==> src/rtl/lcd_pkg.sv <==
// Shared definitions for the LCD command sequencer and the 8x8 LCD controller:
// command codes, frame geometry and the sequencer state encoding.
package lcd_pkg;

   typedef enum logic [2:0] {
      CMD_REFLASH = 3'd0,
      CMD_LOAD    = 3'd1,
      CMD_ZOOMIN  = 3'd2,
      CMD_ZOOMOUT = 3'd3,
      CMD_SHIFT_R = 3'd4,
      CMD_SHIFT_L = 3'd5,
      CMD_SHIFT_U = 3'd6,
      CMD_SHIFT_D = 3'd7
   } lcd_cmd_e;

   localparam int NUM_PIX = 64;
   localparam int PIX_W   = 6;
   localparam int CNT_W   = 7;

   typedef enum logic [2:0] {
      ST_IDLE      = 3'd0,
      ST_PREFETCH  = 3'd1,
      ST_ISSUE     = 3'd2,
      ST_STREAM    = 3'd3,
      ST_WAIT_BUSY = 3'd4
   } seq_state_e;

   function automatic logic is_load(input logic [2:0] code);
      return code == CMD_LOAD;
   endfunction

endpackage

==> src/rtl/lcd_cmd_fifo.sv <==
// Small synchronous command FIFO with count-based full/empty and show-ahead read data.
// Only instantiated by lcd_cmd_seq when LCD_CMD_FIFO_EN is defined.
module lcd_cmd_fifo #(
   parameter int W   = 5,
   parameter int DEP = 4
) (
   input  logic         clk,
   input  logic         reset,
   input  logic         push,
   input  logic [W-1:0] push_data,
   input  logic         pop,
   output logic [W-1:0] pop_data,
   output logic         full,
   output logic         empty
);

   localparam int AW = $clog2(DEP);

   logic [W-1:0]  mem [DEP];
   logic [AW-1:0] wr_ptr;
   logic [AW-1:0] rd_ptr;
   logic [AW:0]   count;
   logic          do_push;
   logic          do_pop;

   assign full     = (count == (AW+1)'(DEP));
   assign empty    = (count == '0);
   assign do_push  = push && !full;
   assign do_pop   = pop && !empty;
   assign pop_data = mem[rd_ptr];

   always_ff @(posedge clk) begin
      if (do_push) mem[wr_ptr] <= push_data;
   end

   always_ff @(posedge clk or negedge reset) begin
      if (!reset) begin
         wr_ptr <= '0;
         rd_ptr <= '0;
         count  <= '0;
      end else begin
         if (do_push) wr_ptr <= wr_ptr + AW'(1);
         if (do_pop)  rd_ptr <= rd_ptr + AW'(1);
         case ({do_push, do_pop})
            2'b10:   count <= count + (AW+1)'(1);
            2'b01:   count <= count - (AW+1)'(1);
            default: count <= count;
         endcase
      end
   end

endmodule

==> src/rtl/lcd_cmd_seq.sv <==
// Host-to-LCD-controller command sequencer; streams 64 ROM pixels for LOAD.
// Define LCD_CMD_FIFO_EN to place a FIFO_DEP-entry command FIFO in front of the FSM.
module lcd_cmd_seq
   import lcd_pkg::*;
#(
   parameter int FRM_W    = 2,
   parameter int FIFO_DEP = 4
) (
   input  logic             clk,
   input  logic             reset,
   input  logic [2:0]       host_cmd,
   input  logic [FRM_W-1:0] host_frame,
   input  logic             host_valid,
   output logic             host_ready,
   output logic             img_rd,
   output logic [FRM_W+5:0] img_addr,
   input  logic [7:0]       img_data,
   input  logic             busy,
   output logic [2:0]       cmd,
   output logic             cmd_valid,
   output logic [7:0]       datain,
   output logic             seq_idle,
   output logic [2:0]       dbg_state
);

   seq_state_e       state;
   logic [2:0]       cmd_q;
   logic [FRM_W-1:0] frame_q;
   logic [CNT_W-1:0] pix_cnt;
   logic [PIX_W-1:0] next_pix;
   logic             guard;
   logic             data_vld;

   logic             take;
   logic [2:0]       take_cmd;
   logic [FRM_W-1:0] take_frame;
   logic             pend_empty;

   // Host handshake: a command transfers on a rising clk edge where host_valid && host_ready;
   // host_valid may drop at any time before that edge with no effect, and host_ready never
   // depends on host_valid.
`ifdef LCD_CMD_FIFO_EN
   localparam int ENT_W = 3 + FRM_W;

   logic             fifo_full;
   logic             fifo_empty;
   logic [ENT_W-1:0] fifo_head;

   assign host_ready = reset && !fifo_full;
   assign take       = (state == ST_IDLE) && !busy && !fifo_empty;
   assign take_cmd   = fifo_head[ENT_W-1 -: 3];
   assign take_frame = fifo_head[FRM_W-1:0];
   assign pend_empty = fifo_empty;

   lcd_cmd_fifo #(
      .W   (ENT_W),
      .DEP (FIFO_DEP)
   ) u_fifo (
      .clk       (clk),
      .reset     (reset),
      .push      (host_valid && host_ready),
      .push_data ({host_cmd, host_frame}),
      .pop       (take),
      .pop_data  (fifo_head),
      .full      (fifo_full),
      .empty     (fifo_empty)
   );
`else
   assign host_ready = reset && (state == ST_IDLE) && !busy;
   assign take       = host_valid && host_ready;
   assign take_cmd   = host_cmd;
   assign take_frame = host_frame;
   assign pend_empty = 1'b1;
`endif

   assign seq_idle  = reset && (state == ST_IDLE) && pend_empty;
   assign dbg_state = state;
   assign next_pix  = pix_cnt[PIX_W-1:0] + PIX_W'(1);

   // pix_cnt is the pixel index currently on img_addr; it runs two past the last pixel so the
   // FSM stays in STREAM until pixel 63 has been presented on datain.
   always_ff @(posedge clk or negedge reset) begin
      if (!reset) begin
         state     <= ST_IDLE;
         cmd_q     <= '0;
         frame_q   <= '0;
         pix_cnt   <= '0;
         guard     <= 1'b0;
         data_vld  <= 1'b0;
         img_rd    <= 1'b0;
         img_addr  <= '0;
         cmd       <= '0;
         cmd_valid <= 1'b0;
         datain    <= '0;
      end else begin
         cmd_valid <= 1'b0;
         img_rd    <= 1'b0;
         data_vld  <= img_rd;
         if (data_vld) datain <= img_data;

         case (state)
            ST_IDLE: begin
               if (take) begin
                  cmd_q   <= take_cmd;
                  frame_q <= take_frame;
                  pix_cnt <= '0;
                  if (is_load(take_cmd)) begin
                     state    <= ST_PREFETCH;
                     img_rd   <= 1'b1;
                     img_addr <= {take_frame, PIX_W'(0)};
                  end else begin
                     state     <= ST_ISSUE;
                     cmd_valid <= 1'b1;
                     cmd       <= take_cmd;
                  end
               end
            end

            ST_PREFETCH: begin
               state     <= ST_ISSUE;
               cmd_valid <= 1'b1;
               cmd       <= cmd_q;
               img_rd    <= 1'b1;
               img_addr  <= {frame_q, next_pix};
               pix_cnt   <= pix_cnt + CNT_W'(1);
            end

            ST_ISSUE: begin
               if (is_load(cmd_q)) begin
                  state    <= ST_STREAM;
                  img_rd   <= 1'b1;
                  img_addr <= {frame_q, next_pix};
                  pix_cnt  <= pix_cnt + CNT_W'(1);
               end else begin
                  state <= ST_WAIT_BUSY;
                  guard <= 1'b1;
               end
            end

            ST_STREAM: begin
               pix_cnt <= pix_cnt + CNT_W'(1);
               if (pix_cnt < CNT_W'(NUM_PIX - 1)) begin
                  img_rd   <= 1'b1;
                  img_addr <= {frame_q, next_pix};
               end
               if (pix_cnt == CNT_W'(NUM_PIX + 1)) begin
                  state <= ST_WAIT_BUSY;
                  guard <= 1'b1;
               end
            end

            // The guard cycle gives the controller one clock to raise busy for the command
            // just issued before the FSM is allowed to look at it.
            ST_WAIT_BUSY: begin
               if (guard) begin
                  guard <= 1'b0;
               end else if (!busy) begin
                  state <= ST_IDLE;
               end
            end

            default: state <= ST_IDLE;
         endcase
      end
   end

endmodule

==> config.mk <==
export PLATFORM = sky130hd
export DESIGN_NAME = lcd_cmd_seq
export DESIGN_NICKNAME = d
export VERILOG_FILES = /design/src/rtl/lcd_pkg.sv /design/src/rtl/lcd_cmd_fifo.sv /design/src/rtl/lcd_cmd_seq.sv
export SDC_FILE = /design/constraint.sdc
export NUM_CORES = 1
export LEC_CHECK = 0
export BUFFER_PORTS_ARGS = -buffer_cell sky130_fd_sc_hd__buf_2
export CAP_MARGIN = 40
export CORE_AREA = 10 10 92 62
export CTS_CLUSTER_DIAMETER = 40
export DETAILED_ROUTE_END_ITERATION = 12
export DIE_AREA = 0 0 102 72
export GPL_ROUTABILITY_DRIVEN = 0
export PLACE_DENSITY = 0.73
export SLEW_MARGIN = 10
export SYNTH_ARGS = -nofsm -noshare
export SYNTH_HDL_FRONTEND = slang
export SYNTH_SLANG_ARGS = --single-unit
==> constraint.sdc <==
create_clock -name clk -period 1.74 [get_ports clk]
set_input_delay 0.087 -clock clk [delete_from_list [all_inputs] [get_ports clk]]
set_output_delay 0.087 -clock clk [all_outputs]
set_load 0.02 [all_outputs]
==> impl_metrics.tcl <==
set metrics [dict create \
    cpMaxStageDelayCell "dfrtp_2" \
    drc 0 \
    drv_cap 0 \
    die_y_um 72 \
    post_drt_via_cell_ratio 5.810 \
    cp.required_ps 1920 \
    power.leakage_nw 1.251 \
    reg2reg_slack_ps -90 \
    critPathCaptureType "flip-flop" \
    detail-route-antenna-nets 0 \
    avgSynthCellArea_sq_um 12.24 \
    violations "negative setup slack" \
    first_pass_iters 5 \
    grt_max_degree 39 \
    place_area_sq_mm 0.002322 \
    status "complete, but fails checks" \
    cts_inserted_buffers 5 \
    core.rowCount 18 \
    maxSlewViolCount 0 \
    io_buffers 42 \
    min_period_over_period_pct 105.2 \
    place_hpwl_mm 3.755 \
    area_delta_synth_final_pct 42.57 \
    total_power_mw 3.953 \
    fin_crit_ps 1830 \
    insertedDiodeCount 0 \
    nFillCells 286 \
    final_area_sq_mm 0.002653 \
    grt_pass1_vias 1612 \
    slew_headroom_pct 67.18 \
    grt_use_total_pct 14.83 \
    clock_latency_ps 300 \
    routedWlPerCell_um 20.89 \
    start_util_pct 46.41 \
    dieWidth_um 102 \
    ctsRootBufferMaster "clkbuf_8" \
    clk_path_buf_depth 2 \
    final_layout_size_suffix_gt1_share_pct 59.40 \
    syn_nets 171 \
    critPathMaxStageDelay_ps 460 \
    yosys.area.top_type_share_pct 51.11 \
    worstSetupStartpointType "flip-flop" \
    skew_ps 8.668 \
    worst_pin_slew_ps 492.2 \
    final_nets 252 \
    yosysWarnings 0 \
    routed_wirelength_mm 5.934 \
    yosysUniqueCellTypes 45 \
    critPathTopFamily "simple AND/OR/NAND/NOR gates" \
    synth_largest_area_cell "dfrtp_1" \
    ys_ff_latch 38 \
    cp_num_buf_inv 1 \
    ys_top_cells_by_area "dfrtp_1 (51%), mux2_2 (18%), nand2_1 (1.8%)" \
    peakVddDrop_uv 919.3 \
    power.density_mw_per_mm2 1490 \
    grt_pass1_wl_mm 8.369 \
    synth_edf_count 0 \
    hold_violations 0 \
    clkTransAtPathRegs_ps 80 \
    netlist_instances 152 \
    fmax_ghz 0.5464 \
    async_reset_ff_share_pct 100.0 \
    drt_iter0_markers 135 \
    arrival_ps 2010 \
    yosysSeqAreaShare_pct 51.11 \
    setup_violations 19 \
    crit_fanout 5 \
    ys_top_cells_by_count "dfrtp_1 (38), mux2_2 (30), nand2_1 (9)" \
    hold_class "primary input to flip-flop" \
    route.vias.total 1650 \
    cp_cell_sequence "nor4b_4 > nand2_2 > o221ai_4 > buf_6 > mux2_4" \
    cts_tree "built" \
    fp.coreArea_sq_mm 0.004009 \
    ctsHtreeMaxLevel 2 \
    synth_most_common_cell "dfrtp_1" \
    ios 43 \
    synthesis.area_sq_mm 0.001861 \
    path_class "flip-flop to flip-flop" \
    rsz0062_at_grt "yes" \
    antenna_found_initial 0 \
    ys.flop_type "dfrtp_1" \
    design.die.area_sq_mm 0.007344 \
    grt_overflow 0 \
    cts.sinks 38 \
    setup_ws_ps -90.06 \
]
## metrics by stage
stage	util (%)	cells	setup TNS [ps]	worst slack [ps]	hold WS (ps)
2_1_floorplan	-	152	-4191	-303.4	-208.6
3_3_place_gp	57.93	264	-879.3	-96.64	198.7
3_5_place_dp	57.93	264	-1970	-217.4	201.9
4_1_cts	63.70	279	-196.4	-32.09	10.86
5_1_grt	66.17	284	-2287	-172.1	19.26
6_report	66.17	284	-1142	-90.06	10.56
## logic make-up after synthesis
logic type      synth area share [%]
compound gates                 11.03
buf+inv                        3.429
flops                          51.11
simple gates                   12.37
fa+ha+maj                      1.345
mux                            19.30
xor+xnor                       1.412
## area by class of cell
cell class	count	area, sq um	area share, %
Clock inverter	1	5.005	0.1887
Multi-Input combinational cell	100	987.2	37.22
Inverter	6	22.52	0.8491
Clock buffer	7	86.33	3.255
Tap cell	50	62.56	2.358
Timing Repair Buffer	82	535.5	20.19
Sequential cell	38	953.4	35.94
## flip-flops by register name (all words and copies together) (netlist names)
signal     flops
cmd            3
cmd_q          3
cmd_valid      1
data_vld       1
datain         8
dbg_state      3
frame_q        2
guard          1
img_addr       8
img_rd         1
pix_cnt        7
## what timing repair did
item,4_1_cts,5_1_grt
hold buffers,1,0
setup endpoints to repair,19,22
endpoints found under the hold margin,38,0
pin swaps,4,4
gates resized for setup,25,11
buffers inserted,6,5
## cell usage in the layout, fill, tap and decap left out, types with 2 or more instances in the layout
master	n
buf_4	33
xnor2_1	2
nand2_2	2
mux2_2	14
dfrtp_1	36
mux2_4	17
nor2_1	6
nand2b_1	2
nor3_1	2
nor2b_1	3
o2bb2ai_1	2
o21ai_0	6
buf_2	42
dfrtp_2	2
buf_6	6
nor3_2	2
nand3_1	3
ha_1	2
a311oi_2	2
clkbuf_8	6
inv_1	6
nand2_1	8
## per-layer routing
layer	routed length [um]	share of wire [%]	vias up	GRT usage, %
met5	0	0	-	0
met4	255	4.3	0	7.321
met1	2321	39	819	17.32
li1	-	-	713	-
met3	342	5.8	35	2.933
met2	3014	51	83	25.55
## tightest hold or removal path, stage by stage
cell     delay (ps)
buf_2            90
nand2_1          40
nand2_1          50
## worst paths after layout
check	startpoint	to	cells after the start
setup reg to reg	dbg_state[0]	img_addr[1]	5
min in group asynchronous	reset	cmd_q[1]	3
setup / recovery	dbg_state[0]	img_addr[1]	5
hold reg to reg	img_rd	data_vld	0
max in group asynchronous	reset	dbg_state[2]	3
hold / removal	host_frame[0]	frame_q[0]	3
## report_power, final
group          leakage, nW  internal (mW)  switching [mW]  total, mW
combinational        0.718          0.934           0.965       1.90
sequential           0.485           1.18           0.238       1.42
clock               0.0482          0.320           0.318      0.638
(Power assumes the default switching activity.)
